### src/rtl/feeder_pkg.sv
// Shared definitions for the systolic-row FIFO feeder: default widths and FSM encoding.
package feeder_pkg;

    localparam int DW_DEF   = 16;
    localparam int LENW_DEF = 8;
    localparam int SKW_DEF  = 3;

    typedef enum logic [2:0] {
        ST_IDLE = 3'd0,
        ST_SKEW = 3'd1,
        ST_PUSH = 3'd2,
        ST_PAD  = 3'd3,
        ST_DONE = 3'd4
    } feeder_st_t;

endpackage

### src/rtl/feeder_dncnt.sv
// Loadable down-counter that holds at zero; load has priority over decrement.
module feeder_dncnt #(
    parameter int W = 8
) (
    input  logic         clk,
    input  logic         rst_n,
    input  logic         load,
    input  logic [W-1:0] load_val,
    input  logic         dec,
    output logic [W-1:0] cnt,
    output logic         zero
);

    always_ff @(posedge clk or negedge rst_n) begin
        if (!rst_n) begin
            cnt <= '0;
        end else if (load) begin
            cnt <= load_val;
        end else if (dec && (cnt != '0)) begin
            cnt <= cnt - 1'b1;
        end
    end

    assign zero = (cnt == '0);

endmodule

### src/rtl/fifo_feeder.sv
// Write-side sequencer for one systolic-row FIFO: skewed start, len-word burst, ff/is stalls.
// Optional zero padding after the burst (row end alignment) is built when FEEDER_PAD_EN is defined.
//
// state | meaning
// IDLE  | waiting for start
// SKEW  | counting down the row skew before the first push
// PUSH  | forwarding host words into the FIFO
// PAD   | pushing zero words so every row finishes together (FEEDER_PAD_EN only)
// DONE  | one-cycle completion pulse
module fifo_feeder
    import feeder_pkg::*;
#(
    parameter int DW   = DW_DEF,
    parameter int LENW = LENW_DEF,
    parameter int SKW  = SKW_DEF
) (
    input  logic            clk,
    input  logic            rst_n,
    input  logic            start,
    input  logic            clr,
    input  logic [LENW-1:0] len,
    input  logic [SKW-1:0]  skew,
    input  logic            in_valid,
    input  logic [DW-1:0]   in_data,
    output logic            in_ready,
    input  logic            is,
    input  logic            ff,
    output logic            we,
    output logic [DW-1:0]   din,
    output logic            busy,
    output logic            done
);

    feeder_st_t st, st_nxt;

    logic            idle_start;
    logic            we_data;
    logic            last_push;

    logic [LENW-1:0] rem;
    logic [LENW-1:0] rem_val;
    logic            rem_load, rem_dec, rem_zero, rem_one;

    logic [SKW-1:0]  skc;
    logic            skc_dec, skc_zero, skc_one;

    assign idle_start = (st == ST_IDLE) && start;
    assign we_data    = (st == ST_PUSH) && !ff && !is && in_valid;
    assign last_push  = we_data && rem_one;

    // clr wins over a simultaneous start, leaving rem cleared
    assign rem_load = clr || idle_start;
    assign rem_val  = clr ? '0 : len;
    assign rem_dec  = we_data && !rem_zero;
    assign rem_one  = (rem == LENW'(1));

    assign skc_dec  = (st == ST_SKEW) && !is;
    assign skc_one  = (skc == SKW'(1));

    feeder_dncnt #(.W(LENW)) u_rem (
        .clk      (clk),
        .rst_n    (rst_n),
        .load     (rem_load),
        .load_val (rem_val),
        .dec      (rem_dec),
        .cnt      (rem),
        .zero     (rem_zero)
    );

    feeder_dncnt #(.W(SKW)) u_skc (
        .clk      (clk),
        .rst_n    (rst_n),
        .load     (idle_start),
        .load_val (skew),
        .dec      (skc_dec),
        .cnt      (skc),
        .zero     (skc_zero)
    );

`ifdef FEEDER_PAD_EN
    logic [SKW-1:0] skew_lat;
    logic [SKW-1:0] pad_cnt;
    logic [SKW-1:0] pad_load;
    logic           pad_zero, pad_one, we_pad;

    always_ff @(posedge clk or negedge rst_n) begin
        if (!rst_n) begin
            skew_lat <= '0;
        end else if (idle_start) begin
            skew_lat <= skew;
        end
    end

    // pad = max skew - own skew, so skew + pad is the same for every row
    assign pad_load = {SKW{1'b1}} - skew_lat;
    assign pad_one  = (pad_cnt == SKW'(1));
    assign we_pad   = (st == ST_PAD) && !ff && !is && !pad_zero;

    feeder_dncnt #(.W(SKW)) u_pad (
        .clk      (clk),
        .rst_n    (rst_n),
        .load     (last_push),
        .load_val (pad_load),
        .dec      (we_pad),
        .cnt      (pad_cnt),
        .zero     (pad_zero)
    );
`endif

    always_ff @(posedge clk or negedge rst_n) begin
        if (!rst_n) begin
            st <= ST_IDLE;
        end else begin
            st <= st_nxt;
        end
    end

    always_comb begin
        st_nxt   = st;
        in_ready = 1'b0;
        we       = 1'b0;
        din      = '0;
        busy     = (st != ST_IDLE);
        done     = 1'b0;

        case (st)
            ST_IDLE: begin
                if (start) begin
                    if (len == '0) begin
                        st_nxt = ST_DONE;
                    end else if (skew == '0) begin
                        st_nxt = ST_PUSH;
                    end else begin
                        st_nxt = ST_SKEW;
                    end
                end
            end
            ST_SKEW: begin
                if (!is && (skc_one || skc_zero)) begin
                    st_nxt = ST_PUSH;
                end
            end
            ST_PUSH: begin
                in_ready = !ff && !is;
                we       = we_data;
                din      = in_data;
                if (last_push) begin
`ifdef FEEDER_PAD_EN
                    // a row with maximum skew needs no padding, so skip PAD entirely
                    st_nxt = (pad_load == '0) ? ST_DONE : ST_PAD;
`else
                    st_nxt = ST_DONE;
`endif
                end
            end
`ifdef FEEDER_PAD_EN
            ST_PAD: begin
                we = we_pad;
                if (pad_zero || (we_pad && pad_one)) begin
                    st_nxt = ST_DONE;
                end
            end
`endif
            ST_DONE: begin
                done   = 1'b1;
                st_nxt = ST_IDLE;
            end
            default: begin
                st_nxt = ST_IDLE;
            end
        endcase

        if (clr) begin
            st_nxt = ST_IDLE;
        end
    end

endmodule
### config.mk
export PLATFORM = sky130hd
export DESIGN_NAME = fifo_feeder
export DESIGN_NICKNAME = d
export VERILOG_FILES = /design/src/rtl/feeder_pkg.sv /design/src/rtl/feeder_dncnt.sv /design/src/rtl/fifo_feeder.sv
export SDC_FILE = /design/constraint.sdc
export NUM_CORES = 1
export LEC_CHECK = 0
export ABC_AREA = 1
export ABC_CLOCK_PERIOD_IN_PS = 1900
export CAP_MARGIN = 25
export CORE_UTILIZATION = 47
export CTS_BUF_LIST = sky130_fd_sc_hd__clkbuf_4
export DETAILED_ROUTE_END_ITERATION = 6
export GPL_ROUTABILITY_DRIVEN = 0
export GPL_TIMING_DRIVEN = 0
export PLACE_DENSITY_LB_ADDON = 0.2
export SYNTH_ARGS = -nofsm -noshare
export SYNTH_HDL_FRONTEND = slang
export SYNTH_SLANG_ARGS = --single-unit
export TNS_END_PERCENT = 20
### constraint.sdc
create_clock -name clk -period 1.9 [get_ports clk]
set_input_delay 0.19 -clock clk [delete_from_list [all_inputs] [get_ports clk]]
set_output_delay 0.19 -clock clk [all_outputs]
set_load 0.02 [all_outputs]
# [After elaboration in Yosys (flattened, before gate mapping)]
# Cells that the tools add are included.
[classes] eq_ne=8 addsub=2 mux=16 reduce_logical=27
[ops] cell="2-to-1 mux 8 bit" count=3
[ops] cell="2-to-1 mux 3 bit" count=7
[ops] cell="zero test 8 bit" count=2
[ops] cell="2-to-1 mux 16 bit" count=1
[ops] cell="logical AND 1 bit" count=11
[ops] cell="zero test 3 bit" count=3
[ops] cell="one-hot mux 3 bit (3 select lines)" count=1
[ops] cell="equality test 8 x 1 -> 1 bit, second input constant" count=1
[ops] cell="nonzero test 8 bit" count=1
[ops] cell="subtractor 8 x 1 -> 8 bit, second input constant" count=1
[ops] cell="equality test 3 x 1 -> 1 bit, second input constant" count=2
[ops] cell="inequality test 3 bit, second input constant" count=2
[ops] cell="nonzero test 3 bit" count=2
[ops] cell="nonzero test 2 bit" count=2
[ops] cell="equality test 3 x 2 -> 1 bit, second input constant" count=1
[ops] cell="equality test 3 bit, second input constant" count=1
[ops] cell="zero test 1 bit" count=3
[ops] cell="2-to-1 mux 1 bit" count=3
[ops] cell="inequality test 3 x 2 -> 1 bit, second input constant" count=1
[ops] cell="AND reduction 3 bit" count=1
[ops] cell="subtractor 3 x 1 -> 3 bit, second input constant" count=1
[ops] cell="logical OR 1 bit" count=2
[ops] cell="2-to-1 mux 2 bit" count=1
[word_totals] regBits=14

# [Logic depth before layout (Yosys ltp)]
# Gate-level depths: netlist of the first run.
[depth] depth_word=8 depth_mapped=8 ltp_nobuf=8

# [Cells and area by module]
# Synthesis of the first run repeated with hierarchy kept, for this count alone.
[unflattened] cells_unflattened=236 area_unflattened_um2=1365.1
[by_module_without_submodules] module="feeder_dncnt at u_rem" cells_each=93 n_inst=1 area_per_inst_um2=596.8
[by_module_without_submodules] module="fifo_feeder" cells_each=116 n_inst=1 area_per_inst_um2=575.6
[by_module_without_submodules] module="feeder_dncnt at u_skc" cells_each=27 n_inst=1 area_per_inst_um2=192.7

# [Least setup slack after synthesis of the first run]
# Ideal clock, no wire load.
[synth_timing] kind="register -> output" start="register st[0]" end="output din[10]" required_ps=1710 path_slack_ps=478 t_arrival_ps=1232 path_buffers=1 path_stages_with_launch=5 cell_sequence="dfrtp_1 inv_1 nand3_2 clkbuf_1 nor2_1"
[synth_via] elab_chain_len=2
[synth_lines] item="start, declared" line_no="fifo_feeder.sv:34" rtl="feeder_st_t st, st_nxt;"
[synth_lines] item="start signal, assigned" line_no="fifo_feeder.sv:114" rtl="st <= st_nxt;"
[synth_lines] item="equality test 3 x 2 -> 1 bit" line_no="fifo_feeder.sv:126" rtl="case (st)"
[synth_lines] item="2-to-1 mux 16 bit" line_no="fifo_feeder.sv:126"
[synth_lines] item="end, declared" line_no="fifo_feeder.sv:29" rtl="output logic [DW-1:0] din,"
# Every way passes these cells.

# [Worst setup path after layout of the first run]
[layout_timing] start="register st[2]" end="output din[14]"
# Same word-level chain as after synthesis.

==> results list, run 1 <==
- Data on the critical path is required at its endpoint by 1.71 ns.
* Source of the critical timing path: st[2]
- The worst setup path is of the register to output pin kind.
- After legalization and detailed placement, the total HPWL measured 2.61 mm.
* Cell accounting for the most synthesized area: sky130_fd_sc_hd__dfrtp_1
- Time the worst path needs with I/O delays and setup: 1.81 ns
* CTS Buf Count: 3
- Maximum clock rate: 553 MHz
* P_leak: 1.02 nW
* Pin count of the biggest net entering global routing: 15
* Number of nets in the synthesized netlist: 245
* Chip height: 53.6 microns
* Critical path endpoint: din[14]
- Number of warnings reported in the yosys synthesis log: 0
- Worst-skew pair later-pin latency: 0.30 ns
- Worst hold path class: primary input to async pin
* Initial DRT Pass Iterations: 4
- In the routed layout, each cell is associated on average with a via count of 5.04.
- For this run, design rule violations remaining after detail routing come to 0.
- The count of nets left with antenna violations once routing finished came out at 0.
- The total area inside the core boundary comes to 0.00250 sq mm.
- Final max-slew violation count: 0
- Worst rel slew slack: 0.566
- Worst slew pin tran: 0.649 ns
- Routed via count: 1,473
* Clock tree from TritonCTS: yes
* Cell depth of the worst flop-to-flop path: 6
- The number of hold violations in the final report was 0.
- For this design, the sink count on the clock tree is 14.
- The number of hold buffers added after CTS was 0.
* Sequential cell area fraction in the yosys report: 0.279
- Summing every instance area after synthesis gives 0.00125 sq mm.
* Net total in the final layout: 303
- Buffers on Ports: 53
- The run finished with clean final reports.
* Global-route wire length before repair: 5.46 mm
- For the worst setup path, the data arrival time is 1.62 ns.
- Number of levels in the clock H-tree: 1
- Post-layout util: 0.727
- The die covers 0.00288 sq mm.
- 54 I/O pins were placed.
- Worst-case register-to-register setup slack: 0.40 ns
- The longest clock path from root to sink contains 2 buffers.
- Kind of launch point of the worst setup path: register
- The number of antenna violations at the first check in global routing was 0.
* Layout Area Growth over Synthesis: 44.9%
- After synthesis, the cell types taking the most area are sky130_fd_sc_hd__dfrtp_1 28%, sky130_fd_sc_hd__nand2_1 15%, sky130_fd_sc_hd__nor2_1 12%, sky130_fd_sc_hd__inv_1 11%, sky130_fd_sc_hd__nand3_1 7.2%.
- Std cell rows: 18
* Setup violation total in the final timing report: 0
- Reported max-cap violation count: 0
- Of the cells placed in the final design, the portion with a size suffix greater than 1 is 0.0763.
* Synth cell types: 22
- Max Fanout on Critical Path: 10
- Via count of the first global-routing pass: 1,330
- Per-cell routed wire length: 11.1 microns
* Starting density of the core: 0.502
- The floorplan step set the die width to 53.6 microns.
* Worst hold-check slack: 0.280 ns
- Aggregate routed wire length: 3.25 mm
- Worst ir drop on vdd: 0.811 mV
- Kind of capture point of the worst setup path: output pin
* DR iter-0 viols: 26
* Pwr per Cell Area: 1200 mW/mm^2
- Setup total negative slack on the finished layout was measured at 0 ns.
* Total Power: 2.18 mW
- The synthesized design contains 14 register bits.
- Counting every instance in the synthesized netlist gives 205.
- N_diodes: 0
- The cell sitting at the root of the clock tree is a sky130_fd_sc_hd__clkbuf_4.
- The total overflow left after global routing is 0.
* Mean Syn Cell Area: 6.12 sq um
- Clock-pin slew was measured on the worst setup and hold paths at 0.09 ns.
- In the finished design, the share of the clock period the worst path needs comes to 0.952.
- Startpoint of the most critical register-to-register path: u_rem.cnt[0]
- Setup skew after layout: 0.00786 ns
- Fraction of synthesized cell area taken by the top area cell type: 0.279
- For this run, the total global-route usage over all layers was measured as 0.267.
* End of the worst register-to-register path: u_rem.cnt[7]
cells in the final DEF, fill, tap and decap left out, types with 6 or more instances in the layout:
| cell | n |
|---|---|
| sky130_fd_sc_hd__nor2_1 | 39 |
| sky130_fd_sc_hd__ha_1 | 6 |
| sky130_fd_sc_hd__clkbuf_2 | 7 |
| sky130_fd_sc_hd__dlygate4sd2_1 | 8 |
| sky130_fd_sc_hd__clkdlybuf4s50_1 | 34 |
| sky130_fd_sc_hd__inv_1 | 36 |
| sky130_fd_sc_hd__o21ai_0 | 17 |
| sky130_fd_sc_hd__dfrtp_1 | 14 |
| sky130_fd_sc_hd__nand3_1 | 18 |
| sky130_fd_sc_hd__nand2_1 | 50 |
state kept, by name, indices dropped and copies added, names as in the netlist:
signal and cells:
u_skc.cnt 3, u_rem.cnt 8, st 3
routing by layer:
layer	global-route usage	wire length [microns]
met1	0.319	1380
met2	0.463	1490
met3	0.0395	309
met4	0.132	72
met5	0	0
final cells by class:
type / instances / area [sq um]
repair buffers: 53 / 488
fillers: 230 / 683
flip-flops and latches: 14 / 350
multi-input cells: 151 / 748
well taps: 30 / 37.5
clock inverters: 1 / 3.75
inverters: 38 / 148
clock buffers: 3 / 22.5
plain buffers: 2 / 18.8
power by group:
part	internal, mW	switching (mW)
registers	0.427	0.138
logic	0.556	0.878
clock network	0.0767	0.107
total	1.06	1.12
cell families after synthesis:
family / synth area share
buffers and inverters: 0.130
DFF: 0.279
adders and majority gates: 0.0599
and+or+nand+nor: 0.415
xor gates and xnor gates: 0.0210
AOI/OAI and AO/OA: 0.0948
cells in the mapped netlist:
master	count
sky130_fd_sc_hd__nand2_1	50
sky130_fd_sc_hd__nor2_1	39
sky130_fd_sc_hd__inv_1	37
sky130_fd_sc_hd__nand3_1	18
sky130_fd_sc_hd__o21ai_0	17
sky130_fd_sc_hd__dfrtp_1	14
sky130_fd_sc_hd__ha_1	6
sky130_fd_sc_hd__nand4_1	4
sky130_fd_sc_hd__a21oi_1	3
sky130_fd_sc_hd__nor3_1	3
sky130_fd_sc_hd__o21ai_1	2
sky130_fd_sc_hd__xnor2_1	2
sky130_fd_sc_hd__buf_6	1
sky130_fd_sc_hd__clkbuf_1	1
sky130_fd_sc_hd__inv_6	1
sky130_fd_sc_hd__nand2_4	1
sky130_fd_sc_hd__nand3_2	1
sky130_fd_sc_hd__nand3_4	1
sky130_fd_sc_hd__nor2_2	1
sky130_fd_sc_hd__nor2_4	1
sky130_fd_sc_hd__o21ai_2	1
sky130_fd_sc_hd__xor2_1	1
worst min path at each step:
| stage | from | end | slack [ns] |
|---|---|---|---|
| after floorplan | rst_n | st[0] | -0.11 |
| after global placement | u_rem.cnt[6] | u_rem.cnt[6] | 0.55 |
| after detailed placement | u_rem.cnt[6] | u_rem.cnt[6] | 0.54 |
| after CTS | rst_n | st[0] | 0.31 |
| after global routing | rst_n | st[0] | 0.36 |
| final | rst_n | st[0] | 0.28 |
worst max-delay path, cell delays in order, from the launching register on:
cell and delay, ns:
sky130_fd_sc_hd__dfrtp_1 0.42, sky130_fd_sc_hd__inv_1 0.16, sky130_fd_sc_hd__nand3_4 0.13, sky130_fd_sc_hd__clkbuf_4 0.20
sky130_fd_sc_hd__nor2_1 0.09, sky130_fd_sc_hd__clkdlybuf4s15_1 0.30
metrics by stage:
stage | instance area [sq um] | setup slack [ns] | instances
4_1_cts | 1830 | 0.0145 | 292
5_1_grt | 1820 | -0.0109 | 292
6_report | 1820 | 0.0917 | 292
2_1_floorplan | 1250 | 0.478 | 205
3_3_place_gp | 1820 | -0.0714 | 288
3_5_place_dp | 1820 | -0.0823 | 288
repair_timing:
action	in CTS	in global routing
gates cloned	0	0
endpoints found under the setup margin	18	11
gates resized for setup	22	18
buffers inserted	0	0
(Power assumes the default switching activity.)
==> run 2: changes to the inputs <==
--- a/config.mk
+++ b/config.mk
@@ -13,7 +13,7 @@
 export DETAILED_ROUTE_END_ITERATION = 6
 export GPL_ROUTABILITY_DRIVEN = 0
 export GPL_TIMING_DRIVEN = 0
-export PLACE_DENSITY_LB_ADDON = 0.2
+export PLACE_DENSITY = 0.88
 export SYNTH_ARGS = -nofsm -noshare
 export SYNTH_HDL_FRONTEND = slang
 export SYNTH_SLANG_ARGS = --single-unit
==> run 2 against run 1 <==
Hold slack better by 0.0063 ns. Register-to-register slack is essentially flat. Worst setup slack got worse by 0.011 ns. Critical path type unchanged. Critical endpoint is now din[12]. Highest routed layer unchanged.
==> results list, run 2 (synthesized netlist as in run 1, its figures left out) <==
* Run status: complete, no violations
- The summed negative setup slack over all endpoints came to 0 ns (unchanged).
* Clock transition at path regs: 0.10 ns (about the same)
- Number of levels in the clock H-tree: 1 (unchanged)
* Starting density of the core: 0.502 (unchanged)
* Per-cell routed wire length: 11.4 microns (+2.6%)
* End of the worst register-to-register path: u_rem.cnt[5]
* Global-route wire length before repair: 5.09 mm (-6.8%)
* Setup repair after global routing missed its margin: yes
- Placed Instance Area: 0.00182 sq mm (unchanged)
- The worst reg-to-reg path cell count was 6 (unchanged).
- The final-layout fill cell count was 232 (+0.87%).
- Aggregate routed wire length: 3.33 mm (+2.6%)
* Clock tree from TritonCTS: yes
- Final Cycle Share: 0.957 (+0.00565)
* Detailed-placement wirelength estimate: 2.61 mm (about the same)
- Layout cell share with drive strength beyond 1: 0.0878 (+0.0115)
- Num ports: 54 (unchanged)
- Data required time of the worst path: 1.71 ns (about the same)
* Time the worst path needs with I/O delays and setup: 1.82 ns (+0.0107 ns)
- Final max-slew violation count: 0 (unchanged)
- Top Registers: u_rem.cnt: 8 flops, st: 3 flops, u_skc.cnt: 3 flops
- STA classifies the critical path endpoint as an output pin.
* Maximum count of clock buffers along a single path: 2 (unchanged)
- The top cell types in the final layout, fill and taps aside, are 50 x sky130_fd_sc_hd__nand2_1, 39 x sky130_fd_sc_hd__nor2_1, 36 x sky130_fd_sc_hd__inv_1.
- The number of flip-flops in the largest register was 8 (unchanged).
- The total area of multi-input combinational cells is 748 sq um (unchanged).
- The post-layout instance count excluding filler cells is 292 (unchanged).
- Net total in the final layout: 303 (unchanged)
* Remaining design rule violation count: 0 (unchanged)
- The number of hold violations in the final report was 0 (unchanged).
- The register with the most flip-flops in the final layout is u_rem.cnt.
- The worst slack at placement is -0.131 ns (-0.0488 ns).
- Initial antenna violation count: 0 (unchanged)
* Reported max-cap violation count: 0 (unchanged)
- Via count of the first global-routing pass: 1,175 (-12%)
- The remaining number of nets flagged by the antenna check after routing came to 0 (unchanged).
- The peak supply drop was 0.962 mV (+19%).
- The number of setup buffers added after CTS came to 0 (unchanged).
* Vias/cell: 4.97 (-1.6%)
- The final setup violation count came to 0 (unchanged).
- The sequential cell area is 352 sq um (+0.36%).
- The post-layout total power was 2.18 mW (-0.17%).
* Most common cell after layout, fill and taps aside: sky130_fd_sc_hd__nand2_1
* Final design instance area without fill: 0.00180 sq mm (-0.76%)
- The minimum hold slack is 0.287 ns (+0.00632 ns).
- The standard cell core area is 0.00250 sq mm (unchanged).
- The tightest min-delay check is of the primary input to async pin type.
- The power per cell area came to 1210 mW/mm^2 (+0.59%).
- The clock tree skew after final layout is 0.0140 ns (+0.00615 ns).
- The global-route usage over all layers is 0.248 (-0.0187).
* Data arrival time of the worst path: 1.63 ns (about the same)
* Layout Area Growth over Synthesis: 43.8%
* Std cell rows: 18 (unchanged)
- The utilization after layout was 0.721 (-0.00551).
* Worst-skew pair later-pin latency: 0.29 ns (about the same)
- The highest fanout seen on the critical path was 10 (unchanged).
* N_diodes: 0 (unchanged)
- Routed via count: 1,450 (-1.6%)
- The number of clock sinks came to 14 (unchanged).
- The height of the chip is 53.6 microns (unchanged).
* Worst rel slew slack: 0.560 (-0.00639)
- Startpoint of the most critical register-to-register path: u_rem.cnt[0]
- Maximum clock rate: 550 MHz (-0.59%)
- The maximum number of pins on one net before global-route repair came to 15 (unchanged).
- In this run the worst setup path terminates at din[12].
- Residual overflow from global routing: 0 (unchanged)
- CTS Buf Count: 3 (unchanged)
* Source of the critical timing path: st[2]
- Worst path setup slack after routing: 0.0810 ns (-0.0107 ns)
- The setup path with the least slack is of type register to output pin.
- The detailed-routing iteration count for the pre-antenna-repair pass is 5 (+1).
* Die footprint: 0.00288 sq mm (unchanged)
- In this run the clock root is driven by a sky130_fd_sc_hd__clkbuf_4.
- Worst slew pin tran: 0.658 ns (+0.00956 ns)
* Horiz. Die Dim: 53.6 microns (unchanged)
* Worst-case register-to-register setup slack: 0.40 ns (about the same)
- Kind of launch point of the worst setup path: register
- P_leak: 1.00 nW (-2.0%)
- Buffers on Ports: 53 (unchanged)
- The placed instance count is 288 (unchanged).
- Number of buffers added to fix hold violations after cts: 0 (unchanged)
- DR iter-0 viols: 42 (+62%)
run 2: cell count changes in the layout (fill, tap and decap cells not counted):
cell,change
sky130_fd_sc_hd__dlymetal6s2s_1,-1
sky130_fd_sc_hd__clkdlybuf4s15_1,-2
sky130_fd_sc_hd__clkbuf_2,+3
sky130_fd_sc_hd__dfrtp_1,-1
sky130_fd_sc_hd__clkbuf_4,-1
sky130_fd_sc_hd__dfrtp_2,+1
sky130_fd_sc_hd__clkdlybuf4s50_1,+1
run 2: power by group:
group / internal, mW / switching [mW] / total (mW)
Clock: 0.0764 / 0.106 / 0.182
Sequential: 0.429 / 0.132 / 0.561
Combinational: 0.542 / 0.893 / 1.43
run 2: timing repair:
action / CTS / global route
endpoints found under the setup margin: 18 / 10
resized for setup: 22 / 19
gates cloned: 0 / 0
run 2: per-layer routing:
metal  up-vias  GRT usage  wire length, microns
li1        750          -                     -
met1       645      0.345                  1470
met2        50      0.404                  1590
met3         5     0.0198                   230
met4         0     0.0789                    37
met5         -          0                     0
run 2: layout make-up:
type / count / share of cell area
Clock buffer: 3 / 0.0125
Tap cell: 30 / 0.0208
Multi-Input combinational cell: 151 / 0.415
Timing Repair Buffer: 53 / 0.264
Buffer: 2 / 0.00902
Clock inverter: 1 / 0.00208
Sequential cell: 14 / 0.195
Inverter: 38 / 0.0819
run 2: how the worst min path moves through the flow:
stage	start	end	slack, ns	cells after the start
after global routing	rst_n	u_rem.cnt[1]	0.36	1
after floorplan	rst_n	st[0]	-0.11	0
after global placement	u_rem.cnt[7]	u_rem.cnt[7]	0.54	2
after CTS	rst_n	u_rem.cnt[2]	0.31	1
after detailed placement	u_rem.cnt[7]	u_rem.cnt[7]	0.55	2
final	rst_n	u_rem.cnt[2]	0.29	1
run 2: worst max-delay path, stage by stage, from the launching register on:
cell and delay [ns]:
sky130_fd_sc_hd__dfrtp_1 0.42, sky130_fd_sc_hd__inv_1 0.15, sky130_fd_sc_hd__nand3_4 0.14, sky130_fd_sc_hd__clkbuf_2 0.21, sky130_fd_sc_hd__nor2_1 0.10, sky130_fd_sc_hd__clkdlybuf4s15_1 0.30
==> run 3: changes to the inputs <==
--- a/config.mk
+++ b/config.mk
@@ -13,7 +13,9 @@
 export DETAILED_ROUTE_END_ITERATION = 6
 export GPL_ROUTABILITY_DRIVEN = 0
 export GPL_TIMING_DRIVEN = 0
+export HOLD_SLACK_MARGIN = 0.02
 export PLACE_DENSITY = 0.88
+export SETUP_SLACK_MARGIN = 0.5
 export SYNTH_ARGS = -nofsm -noshare
 export SYNTH_HDL_FRONTEND = slang
 export SYNTH_SLANG_ARGS = --single-unit
==> run 3 against run 2 <==
Hold slack got worse by 0.0035 ns. Power increased by 18%. Sequential share of layout area decreased by 2.3 points. Routed wire length increased by 26%. Count of clock-buffer cells in the layout unchanged. Combinational power increased by 25%. Via count increased by 8.4%.
==> results list, run 3 (synthesized netlist as in run 1, its figures left out) <==
- The number of buffers created by CTS is 3 (unchanged).
- Most common cell after layout, fill and taps aside: sky130_fd_sc_hd__nand2_1
* Final Instance Count excl. Fillers: 303 (+3.8%)
* Reported max-cap violation count: 0 (unchanged)
- The die span in x was 53.6 microns (unchanged).
* Area of the core: 0.00250 sq mm (unchanged)
- TritonCTS built the clock tree.
- Count of nets left with antenna violations after detail routing: 0 (unchanged)
- Worst slew pin tran: 0.664 ns (+0.00535 ns)
* Die footprint: 0.00288 sq mm (unchanged)
* Final max-slew violation count: 0 (unchanged)
- Hold Violations, Final: 0 (unchanged)
- Num ports: 54 (unchanged)
* Std cell rows: 18 (unchanged)
* Chip height: 53.6 microns (unchanged)
- The average wire per standard cell was 13.8 microns (+21%).
- STA classifies the critical path startpoint as a register.
- The static leakage power is 1.06 nW (+5.6%).
- The instance area at placement was 0.00182 sq mm (unchanged).
- The final-layout fill cell count came to 182 (-22%).
* Number of buffers added to fix hold violations after cts: 0 (unchanged)
- The global-route usage over all layers was 0.273 (+0.0255).
* Detailed-placement wirelength estimate: 2.61 mm (unchanged)
- Final design instance area without fill: 0.00204 sq mm (+13%)
- Worst hold path class: primary input to async pin
- The run finished with clean final reports.
- The worst path arrival time was 1.36 ns (-0.27 ns).
- Counting flops per register, the top entry is u_rem.cnt.
- The timing-limited maximum frequency came to 646 MHz (+17%).
- The placed instance count is 288 (unchanged).
- Time the worst path needs with I/O delays and setup: 1.55 ns (-0.270 ns)
- DR iter-0 viols: 90 (+110%)
- The global-route wire length before repair was 5.59 mm (+9.9%).
- Layout Area Growth over Synthesis: 62.9%
- The number of flip-flops in the largest register is 8 (unchanged).
- Setup skew after layout: 0.0148 ns (+0.000816 ns)
- Buffers on Ports: 53 (unchanged)
* Top Registers: u_rem.cnt: 8 flops, st: 3 flops, u_skc.cnt: 3 flops
- Data required time of the worst path: 1.71 ns (about the same)
- Clock transition at path regs: 0.10 ns (about the same)
* Setup violation total in the final timing report: 0 (unchanged)
- The worst-case headroom to the max-slew limit is 0.556 (-0.00358).
* Initial DRT Pass Iterations: 4 (-1)
- Most frequent cells in the layout: 48 x sky130_fd_sc_hd__nand2_1, 33 x sky130_fd_sc_hd__inv_1, 33 x sky130_fd_sc_hd__clkdlybuf4s50_1
- Aggregate routed wire length: 4.19 mm (+26%)
* Kind of capture point of the worst setup path: output pin
* Number of levels in the clock H-tree: 1 (unchanged)
- Worst ir drop on vdd: 1.11 mV (+16%)
* Pwr per Cell Area: 1250 mW/mm^2 (+3.8%)
- Starting density of the core: 0.502 (unchanged)
- N_diodes: 0 (unchanged)
- The total global routing overflow came to 0 (unchanged).
- The number of DRC violations after detailed routing is 0 (unchanged).
* Critical path class: register to output pin
- The highest fanout seen on the critical path came to 5 (-5).
- Maximum count of clock buffers along a single path: 2 (unchanged)
* Root Buffer: sky130_fd_sc_hd__clkbuf_4
* Setup repair after global routing missed its margin: yes
- The final period utilization was 0.815 (-0.142).
* Via count of the first global-routing pass: 1,278 (+8.8%)
* Layout cell share with drive strength beyond 1: 0.227 (+0.139)
* Vias/cell: 5.19 (+4.5%)
- The net count of the finished layout came to 314 (+3.6%).
- Pin count of the biggest net entering global routing: 15 (unchanged)
- Worst-skew pair later-pin latency: 0.30 ns (about the same)
- Initial antenna violation count: 0 (unchanged)
- The utilization after layout came to 0.817 (+0.0956).
- The routed via count is 1,572 (+8.4%).
- Worst-case register-to-register setup slack: 0.44 ns (+0.04 ns)
* Clock Sink Count: 14 (unchanged)
## run 3: cell count changes in the layout (fill, tap and decap cells not counted), sizes merged
cell	delta
dlygate4sd2	-7
nand3	+1
clkbuf	-9
clkdlybuf4s50	-2
buf	+27
clkdlybuf4s15	+1
## run 3: path summary, 6_finish.rpt
kind	start	end	depth (start not counted)
hold reg to reg	u_rem.cnt[7]	u_rem.cnt[7]	2
max in group asynchronous	rst_n	st[1]	1
min in group clk	len[4]	u_rem.cnt[4]	5
setup reg to reg	st[2]	u_rem.cnt[5]	9
hold / removal	rst_n	u_rem.cnt[2]	1
setup / recovery	st[1]	we	5
## run 3: area by class of cell
class	count	area, sq um	area share
flip-flops and latches	14	352	0.172
clock inverters	1	3.75	0.00184
plain buffers	2	26.3	0.0129
well taps	30	37.5	0.0184
inverters	38	153	0.0748
multi-input cells	152	860	0.421
repair buffers	63	588	0.288
clock buffers	3	22.5	0.0110
## run 3: what timing repair did
item | 4_1_cts | 5_1_grt
pin swaps | 1 | 3
buffers inserted | 4 | 4
setup endpoints to repair | 28 | 33
cloned | 2 | 1
resized for setup | 98 | 37
## run 3: stage by stage
| step | hold slack, ns | total power, mW | setup TNS (ns) | worst slack, ns |
|---|---|---|---|---|
| 6_report | 0.283 | 2.56 | 0 | 0.351 |
| 5_1_grt | 0.357 | 2.78 | 0 | 0.303 |
| 4_1_cts | 0.312 | 2.32 | 0 | 0.376 |
| 3_5_place_dp | 0.546 | 2.03 | -1.03 | -0.131 |
| 3_3_place_gp | 0.540 | 1.99 | -1.00 | -0.106 |
| 2_1_floorplan | -0.106 | 1.55 | 0 | 0.478 |
## run 3: where the power goes
part	internal [mW]	switching (mW)	leakage [nW]
Combinational	0.732	1.06	0.861
Sequential	0.428	0.151	0.180
Clock	0.0766	0.110	0.0154
## run 3: critical path, cell delays in order (launching register included)
cell and delay, ns:
sky130_fd_sc_hd__dfrtp_2 0.45, sky130_fd_sc_hd__inv_1 0.07, sky130_fd_sc_hd__nor2_1 0.08, sky130_fd_sc_hd__nand4_1 0.16, sky130_fd_sc_hd__inv_2 0.13, sky130_fd_sc_hd__buf_2 0.17
## run 3: routing by layer
layer,vias to the layer above,part of all wire,global-route usage
met3,11,0.088,0.0226
met5,-,0,0
met1,689,0.38,0.363
met4,0,0.018,0.0789
met2,93,0.51,0.471
li1,779,-,-
